[src/rtl/g_3strb_seq.sv]
// Registered round-robin / broadcast active-low strobe sequencer with a request queue.
// Each accepted request yields a PULSE_W-cycle low strobe followed by GAP_W idle-high cycles.
module g_3strb_seq #(
  parameter int PULSE_W  = 2,
  parameter int GAP_W    = 1,
  parameter int PEND_MAX = 3
) (
  input  logic       CK,
  input  logic       CD,
  input  logic       Y,
  input  logic       BCAST,
  output logic       AN,
  output logic       BN,
  output logic       CN,
  output logic       BUSY,
  output logic       DONE,
  output logic       OVF,
  output logic [2:0] PEND
);
  typedef enum logic [1:0] {IDLE, STRB, GAP} state_t;

  localparam logic [3:0] PW_LAST = 4'(PULSE_W - 1);
  localparam logic [3:0] GW_LAST = 4'(GAP_W - 1);
  localparam logic [2:0] PMAX    = 3'(PEND_MAX);

  state_t     r_state, w_state_nxt;
  logic [3:0] r_cnt, w_cnt_nxt;
  logic [1:0] r_ptr;
  logic [2:0] r_strb_n;
  logic       r_busy, r_done, r_ovf;
  logic [2:0] r_pend;

  logic w_last_strb, w_last_gap, w_dec_pt, w_start, w_from_q, w_inc;

  assign w_last_strb = (r_state == STRB) && (r_cnt == PW_LAST);
  assign w_last_gap  = (r_state == GAP) && (r_cnt == GW_LAST);
  // Decision point: the cycle in which a new strobe may be launched.
  assign w_dec_pt    = (r_state == IDLE) || w_last_gap || (w_last_strb && (GAP_W == 0));
  assign w_start     = w_dec_pt && (Y || (r_pend != 3'd0));
  assign w_from_q    = w_start && (r_pend != 3'd0);
  // Y is queued unless it launched the strobe itself (queue empty at a decision point).
  assign w_inc       = Y && !(w_start && !w_from_q);

  always_comb begin
    w_state_nxt = r_state;
    w_cnt_nxt   = r_cnt;
    if (w_start) begin
      w_state_nxt = STRB;
      w_cnt_nxt   = 4'd0;
    end else begin
      case (r_state)
        STRB: begin
          if (w_last_strb) begin
            w_state_nxt = (GAP_W > 0) ? GAP : IDLE;
            w_cnt_nxt   = 4'd0;
          end else begin
            w_cnt_nxt = r_cnt + 4'd1;
          end
        end
        GAP: begin
          if (w_last_gap) begin
            w_state_nxt = IDLE;
            w_cnt_nxt   = 4'd0;
          end else begin
            w_cnt_nxt = r_cnt + 4'd1;
          end
        end
        default: ;
      endcase
    end
  end

  always_ff @(posedge CK) begin
    if (CD) begin
      r_state  <= IDLE;
      r_cnt    <= 4'd0;
      r_ptr    <= 2'd0;
      r_strb_n <= 3'b111;
      r_busy   <= 1'b0;
      r_done   <= 1'b0;
      r_ovf    <= 1'b0;
      r_pend   <= 3'd0;
    end else begin
      r_state <= w_state_nxt;
      r_cnt   <= w_cnt_nxt;
      r_busy  <= (w_state_nxt != IDLE);
      r_done  <= w_last_strb;
      if (w_start) begin
        r_strb_n <= BCAST ? 3'b000 : ~(3'b100 >> r_ptr);
        if (!BCAST) r_ptr <= (r_ptr == 2'd2) ? 2'd0 : r_ptr + 2'd1;
      end else if (w_last_strb) begin
        r_strb_n <= 3'b111;
      end
      case ({w_inc, w_from_q})
        2'b10: begin
          if (r_pend == PMAX) r_ovf  <= 1'b1;
          else                r_pend <= r_pend + 3'd1;
        end
        2'b01:   r_pend <= r_pend - 3'd1;
        default: ;
      endcase
    end
  end

  assign {AN, BN, CN} = r_strb_n;
  assign BUSY = r_busy;
  assign DONE = r_done;
  assign OVF  = r_ovf;
  assign PEND = r_pend;
endmodule

[config.mk]
export PLATFORM = sky130hd
export DESIGN_NAME = g_3strb_seq
export DESIGN_NICKNAME = d
export VERILOG_FILES = /design/src/rtl/g_3strb_seq.sv
export SDC_FILE = /design/constraint.sdc
export NUM_CORES = 1
export LEC_CHECK = 0
export CAP_MARGIN = 20
export CELL_PAD_IN_SITES_DETAIL_PLACEMENT = 0
export CELL_PAD_IN_SITES_GLOBAL_PLACEMENT = 1
export CORE_MARGIN = 1
export CORE_UTILIZATION = 41
export DETAILED_ROUTE_END_ITERATION = 12
export PLACE_DENSITY_LB_ADDON = 0.1
export SYNTH_ARGS = -nofsm -noshare
export SYNTH_HDL_FRONTEND = slang
export SYNTH_SLANG_ARGS = --single-unit
export TNS_END_PERCENT = 50
[constraint.sdc]
create_clock -name CK -period 2.9 [get_ports CK]
set_input_delay 0.435 -clock CK [delete_from_list [all_inputs] [get_ports CK]]
set_output_delay 0.435 -clock CK [all_outputs]
set_load 0.02 [all_outputs]
## Word level (Yosys, flattened, before mapping)

Cells that the tools add are included.

- Output and inout bits: 9
- Input bits: 4
- Bits in registers: 17
- Word-level logic and storage cells: 57

- Eq/ne operators: 8
- Shift operators: 1
- Add/sub/neg operators: 4
- Reduce and logical (&&, ||, !) cells: 21
- Muxes and demuxes: 13
- Bitwise logic cells: 2

Operator list:

| kind | number |
|---|---|
| two-way mux 3 bit | 4 |
| two-way mux 2 bit | 4 |
| two-way mux 4 bit | 2 |
| case mux 4 bit (2 select lines) | 1 |
| nonzero test 2 bit | 4 |
| == test 2 bit, second input constant | 3 |
| logical AND 1 bit | 6 |
| case mux 3 bit (2 select lines) | 1 |
| AND reduction 2 bit | 3 |
| adder 4 x 1 -> 4 bit, second input constant | 1 |
| == test 2 x 1 -> 1 bit, second input constant | 2 |
| == test 4 x 1 -> 1 bit, second input constant | 1 |
| logical NOT 4 bit | 1 |
| case mux 2 bit (2 select lines) | 1 |
| adder 3 x 1 -> 3 bit, second input constant | 1 |
| == test 3 x 2 -> 1 bit, second input constant | 1 |
| NOT 3 bit | 1 |
| nonzero test 3 bit | 1 |
| right shift 3 x 2 -> 3 bit, first input constant | 1 |
| subtractor 3 x 1 -> 3 bit, second input constant | 1 |
| adder 2 x 1 -> 2 bit, second input constant | 1 |
| logical NOT 1 bit | 2 |
| logical NOT 2 bit | 1 |
| logical OR 1 bit | 2 |
| 3 further kinds | 3 |

## Logic depth before layout (Yosys ltp)

- Depth after elaboration: 12
- Mapped depth: 10
- Mapped depth without buffers: 10

## Least setup slack after synthesis

OpenSTA, ideal clock, no wires.

- Path type: register to register
- Start point: register r_state[0]
- End point: register r_pend[2] (netlist: PEND[2])
- Data required time: 2,835 ps
- Stages on the path, launching flop included: 11
- Clock period less this slack: 2,412 ps
- Path slack: 488 ps
- Arrival: 2,347 ps
- Path buffers: 0
- Cell sequence: dfxtp_1 > inv_1 > ha_1 > and4bb_2 > nor2_1 > or3_1 > fa_1 > nor2b_1 > nand2_1 > mux4_2 > nor2_1

- Word-level cells in the longest chain between the ends: 12

RTL lines:

| item | line | source |
|---|---|---|
| start, declared | 26 | `state_t r_state, w_state_nxt;` |
| start signal, assigned | 84 | `r_state <= w_state_nxt;` |
| == test 2 bit | 36 | `assign w_last_gap = (r_state == GAP) && (r_cnt == GW_LAST);` |
| logical AND 1 bit | 36 |  |
| logical OR 1 bit * | 38 | `assign w_dec_pt = (r_state == IDLE) \|\| w_last_gap \|\| (w_last_strb && (GAP_W == 0));` |
| logical AND 1 bit * | 39 | `assign w_start = w_dec_pt && (Y \|\| (r_pend != 3'd0));` |
| logical AND 1 bit | 40 | `assign w_from_q = w_start && (r_pend != 3'd0);` |
| logical NOT 1 bit | 42 | `assign w_inc = Y && !(w_start && !w_from_q);` |
| logical AND 1 bit | 42 |  |
| logical NOT 1 bit | 42 |  |
| logical AND 1 bit | 42 |  |
| == test 2 bit / == test 2 x 1 -> 1 bit (equally long branches) | 94 | `case ({w_inc, w_from_q})` |
| != test 2 bit (no source line) / nonzero test 2 bit (equally long branches) | -- |  |
| AND reduction 2 bit (no source line) | -- |  |
| end signal, assigned | 97 | `else r_pend <= r_pend + 3'd1;` |
| end signal, assigned | 99 | `2'b01: r_pend <= r_pend - 3'd1;` |
| end, declared | 31 | `logic [2:0] r_pend;` |

Every way passes the cells marked *; elsewhere a longest branch is shown, timed or not.
A chain may end at the register's enable or synchronous reset.

## Final worst setup path

- Start point: register r_cnt[0]
- End point: register r_pend[2] (netlist: PEND[2])

- Word-level cells in the longest chain between the ends: 12

RTL lines:

| item | line | source |
|---|---|---|
| start, declared | 27 | `logic [3:0] r_cnt, w_cnt_nxt;` |
| start signal, assigned | 85 | `r_cnt <= w_cnt_nxt;` |
| logical NOT 4 bit * | 36 |  |
| logical AND 1 bit * | 36 |  |
| logical OR 1 bit * | 38 |  |
| logical AND 1 bit * | 39 |  |
| logical AND 1 bit | 40 |  |
| logical NOT 1 bit | 42 |  |
| logical AND 1 bit | 42 |  |
| logical NOT 1 bit | 42 |  |
| logical AND 1 bit | 42 |  |
| == test 2 bit / == test 2 x 1 -> 1 bit (equally long branches) | 94 |  |
| != test 2 bit (no source line) / nonzero test 2 bit (equally long branches) | -- |  |
| AND reduction 2 bit (no source line) | -- |  |

Marked as above.

==> summary.md <==
| Metric | Value |
|---|---|
| Die span in x | `52.2 µm` |
| # IOs | `13` |
| Leak pwr | `0.440 nW` |
| Num CTS Buffers | `3` |
| CP Max Fanout | `5` |
| Worst VDD drop | `0.000309 V` |
| RSZ-0062 raised after global routing | `false` |
| DRT iter0 DRCs | `10` |
| Final core occ | `between 50% and 60%` |
| Reg-to-Reg Start | `r_cnt[0]` |
| Cell Int Power | `0.438 mW` |
| Final-report max-slew violation count | `0` |
| Clock group share of total power | `a little under a fifth` |
| Crit end category | `register` |
| Slew Limit Headroom | `76.0%` |
| Final Cycle Share | `89.6%` |
| Sequential share of power | `approximately 43%` |
| Most frequent cells in the layout | `dfxtp_1 (17), nor2_1 (14), clkdlybuf4s50_1 (12), inv_1 (9), o21ai_0 (7)` |
| Setup Fix Bufs, Post-CTS | `0` |
| Clk_skew | `0.00314 ns` |
| # fillers | `218` |
| Die Ht | `52.2 µm` |
| CTS tree | `done` |
| Mean Syn Cell Area | `8.98 µm²` |
| #FFs+latches synth | `17` |
| Comb pwr share | `38.1%` |
| Post-Syn Area | `between 1000 and 1500 µm²` |
| Min Tclk post-route | `2.60 ns` |
| Synth Instances | `between 100 and 150` |
| Average wire per standard cell | `12.7 µm` |
| Share of cells above drive strength 1 | `11.7%` |
| Worst Path Arrival | `2.83 ns` |
| HP Start | `OVF` |
| Fin nets | `140` |
| WHS Path Cells | `2` |
| Buffers on Ports | `12` |
| Vias in the first global route | `801` |
| Via count | `852` |
| Synthesized Nets | `126` |
| Commonest non-fill, non-tap cell in the layout | `dfxtp_1` |
| Number of vias per cell | `5.46` |
| Row cnt | `17` |
| Net load switching power | `0.247 mW` |
| Routability cong. | `0.869` |
| Sw Ratio | `36.0%` |
| Critical Path, Cell by Cell | `inv_1 -> ha_1 -> and4bb_2 -> nor2_1 -> or3_1 -> fa_1 -> nor2b_1 -> nand2_1 -> mux4_2 -> nor2_1` |
| ANT cells | `0` |
| Status | `finished clean` |
| Antenna violations before repair | `0` |
| Setup WS pre-CTS | `0.335 ns` |
| CP max-delay cell | `mux4_2` |
| Initial Util | `between 40% and 50%` |
| H-tree Lvls | `1` |
| TritonRoute pass-1 iters | `4` |
| Area after DPL | `1180 µm²` |
| Final wirelength | `about 2.0 mm` |
| Cell Pwr Density | `567 nW/µm²` |
| Worst Setup Start Kind | `register` |
| Setup crit start | `r_cnt[0]` |
| Largest net degree at the start of global routing | `13` |
| FF-to-FF End | `PEND[2]` |
| Final hold vios | `0` |
| Sink Count | `17` |
| Post_cts resized | `0` |
| Worst hold path class | `reg2reg` |
| Reg2reg setup slack | `0.30 ns` |
| Least-Margin Pin Slew | `0.360 ns` |
| Setup TNS Final | `0 ns` |
| Fmax | `385 MHz` |
| Clock Path Buffers | `2` |
| Slack of the critical path | `0.302 ns` |
| First-pass GRT wire length | `3.32 mm` |
| Crit path kind | `reg2reg` |
| Core outline area | `2300 µm²` |
| Final Cell Area | `1210 µm²` |
| Crit path top cell by count | `nor2_1` |
| Full die area | `around 2700 µm²` |
| Post-route ant nets | `0` |
| Worst-path clk slew | `0.10 ns` |
| Cell family with most CP delay | `simple AND/OR/NAND/NOR gates` |
| CP required | `3.13 ns` |
| Delay of the slowest critical-path stage | `about 0.44 ns` |
| Hold buffer count at CTS | `0` |
| Synth warn | `0` |
| Worst Reg2Reg Path Length in Cells | `10` |
| Clock tree root driver cell | `clkbuf_4` |
| Fraction of registers with async set/reset | `0%` |
| Grt total ovfl | `0` |
| Post-synthesis sequential area ratio | `33.0%` |
| Final setup viols | `0` |
| DP Wirelength | `1.45 mm` |
| Layout Area Growth over Synthesis | `17.1%` |
| Hold Path Sink | `OVF` |
| Worst skew pair latency | `0.29 ns` |
| Number of enable flip-flop cells after synthesis | `0` |
| Ys flop type | `dfxtp_1` |
| Gr usage total | `between 10% and 20%` |
| DRC Markers | `0` |
| Max cap viols | `0` |
| Worst Path Buf+Inv | `1` |
| Distinct cell type count after synthesis | `38` |
[cells in the mapped netlist (2+ instances only)]
cell type	count	area (µm²)
and4bb_2	2	25.0
nor3_1	3	15.0
xor2_1	2	17.5
nor2b_1	5	31.3
nor3b_1	3	22.5
nor2_1	14	52.6
or3_1	4	25.0
inv_1	9	33.8
a21oi_1	4	20.0
o21ai_0	7	35.0
mux2i_1	3	30.0
dfxtp_1	17	340
nand4_1	2	12.5
nand2_1	5	18.8
clkbuf_1	4	15.0
a21o_1	4	30.0
ha_1	6	75.1
[layer usage]
| layer | routed length [µm] | vias up | GRT usage, % |
|---|---|---|---|
| met5 | 0 | - | 0 |
| met4 | 38 | 0 | 7.89 |
| met3 | 55 | 5 | 3.77 |
| met2 | 878 | 11 | 27.8 |
| met1 | 1010 | 400 | 20.3 |
| li1 | - | 436 | - |
[sequential cells by signal, summed over array words and instances (netlist names)]
name,cells
r_cnt,4
PEND,3
r_strb_n,3
r_ptr,2
r_state,2
BUSY,1
DONE,1
OVF,1
[stage by stage]
step / hold slack (ns) / power, mW / instances
floorplan: 0.499 / 0.481 / 115
global placement: 0.469 / 0.559 / 152
detailed placement: 0.470 / 0.561 / 152
CTS: 0.495 / 0.694 / 156
global route: 0.573 / 0.736 / 156
finish: 0.492 / 0.685 / 156
[cells by family (layout without fill, tap and decap cells)]
| kind of cell | after synthesis | in the layout | synth area share [%] |
|---|---|---|---|
| simple gates | 45 | 45 | 28.0 |
| compound gates | 25 | 25 | 17.0 |
| flops | 17 | 17 | 33.0 |
| buf+inv | 14 | 27 | 5.21 |
| fa+ha+maj | 7 | 7 | 9.21 |
| mux | 4 | 4 | 5.09 |
| xor+xnor | 3 | 3 | 2.55 |
[power groups by stage]
stage          clock, mW  combinational [mW]  sequential [mW]
6_report           0.130               0.261            0.294
5_1_grt            0.148               0.288            0.299
4_1_cts            0.137               0.263            0.294
3_5_place_dp           0               0.262            0.299
3_3_place_gp           0               0.261            0.299
2_1_floorplan          0               0.164            0.317
[worst max path at each step]
| stage | endpoint | slack (ns) | cells past startpoint |
|---|---|---|---|
| 6_report | PEND[2] | 0.30 | 10 |
| 5_1_grt | PEND[2] | 0.09 | 10 |
| 4_1_cts | PEND[2] | 0.30 | 10 |
| 3_5_place_dp | PEND[2] | 0.33 | 10 |
| 3_3_place_gp | PEND[2] | 0.37 | 10 |
| 2_1_floorplan | PEND[2] | 0.49 | 10 |
[area by class of cell]
cell class	instances	area [µm²]	area share, %
multi-input cells	84	638	52.8
flip-flops and latches	17	340	28.2
repair buffers	14	135	11.2
well taps	28	35.0	2.90
inverters	9	33.8	2.80
clock buffers	4	26.3	2.17
[worst reg2reg max path, cell delays in order, from the launching register on]
cell and delay [ns]:
dfxtp_1 0.37, inv_1 0.07, ha_1 0.26, and4bb_2 0.27, nor2_1 0.08, or3_1 0.37
fa_1 0.39, nor2b_1 0.15, nand2_1 0.07, mux4_2 0.44, nor2_1 0.08
Power figures use the tool's default switching activity.
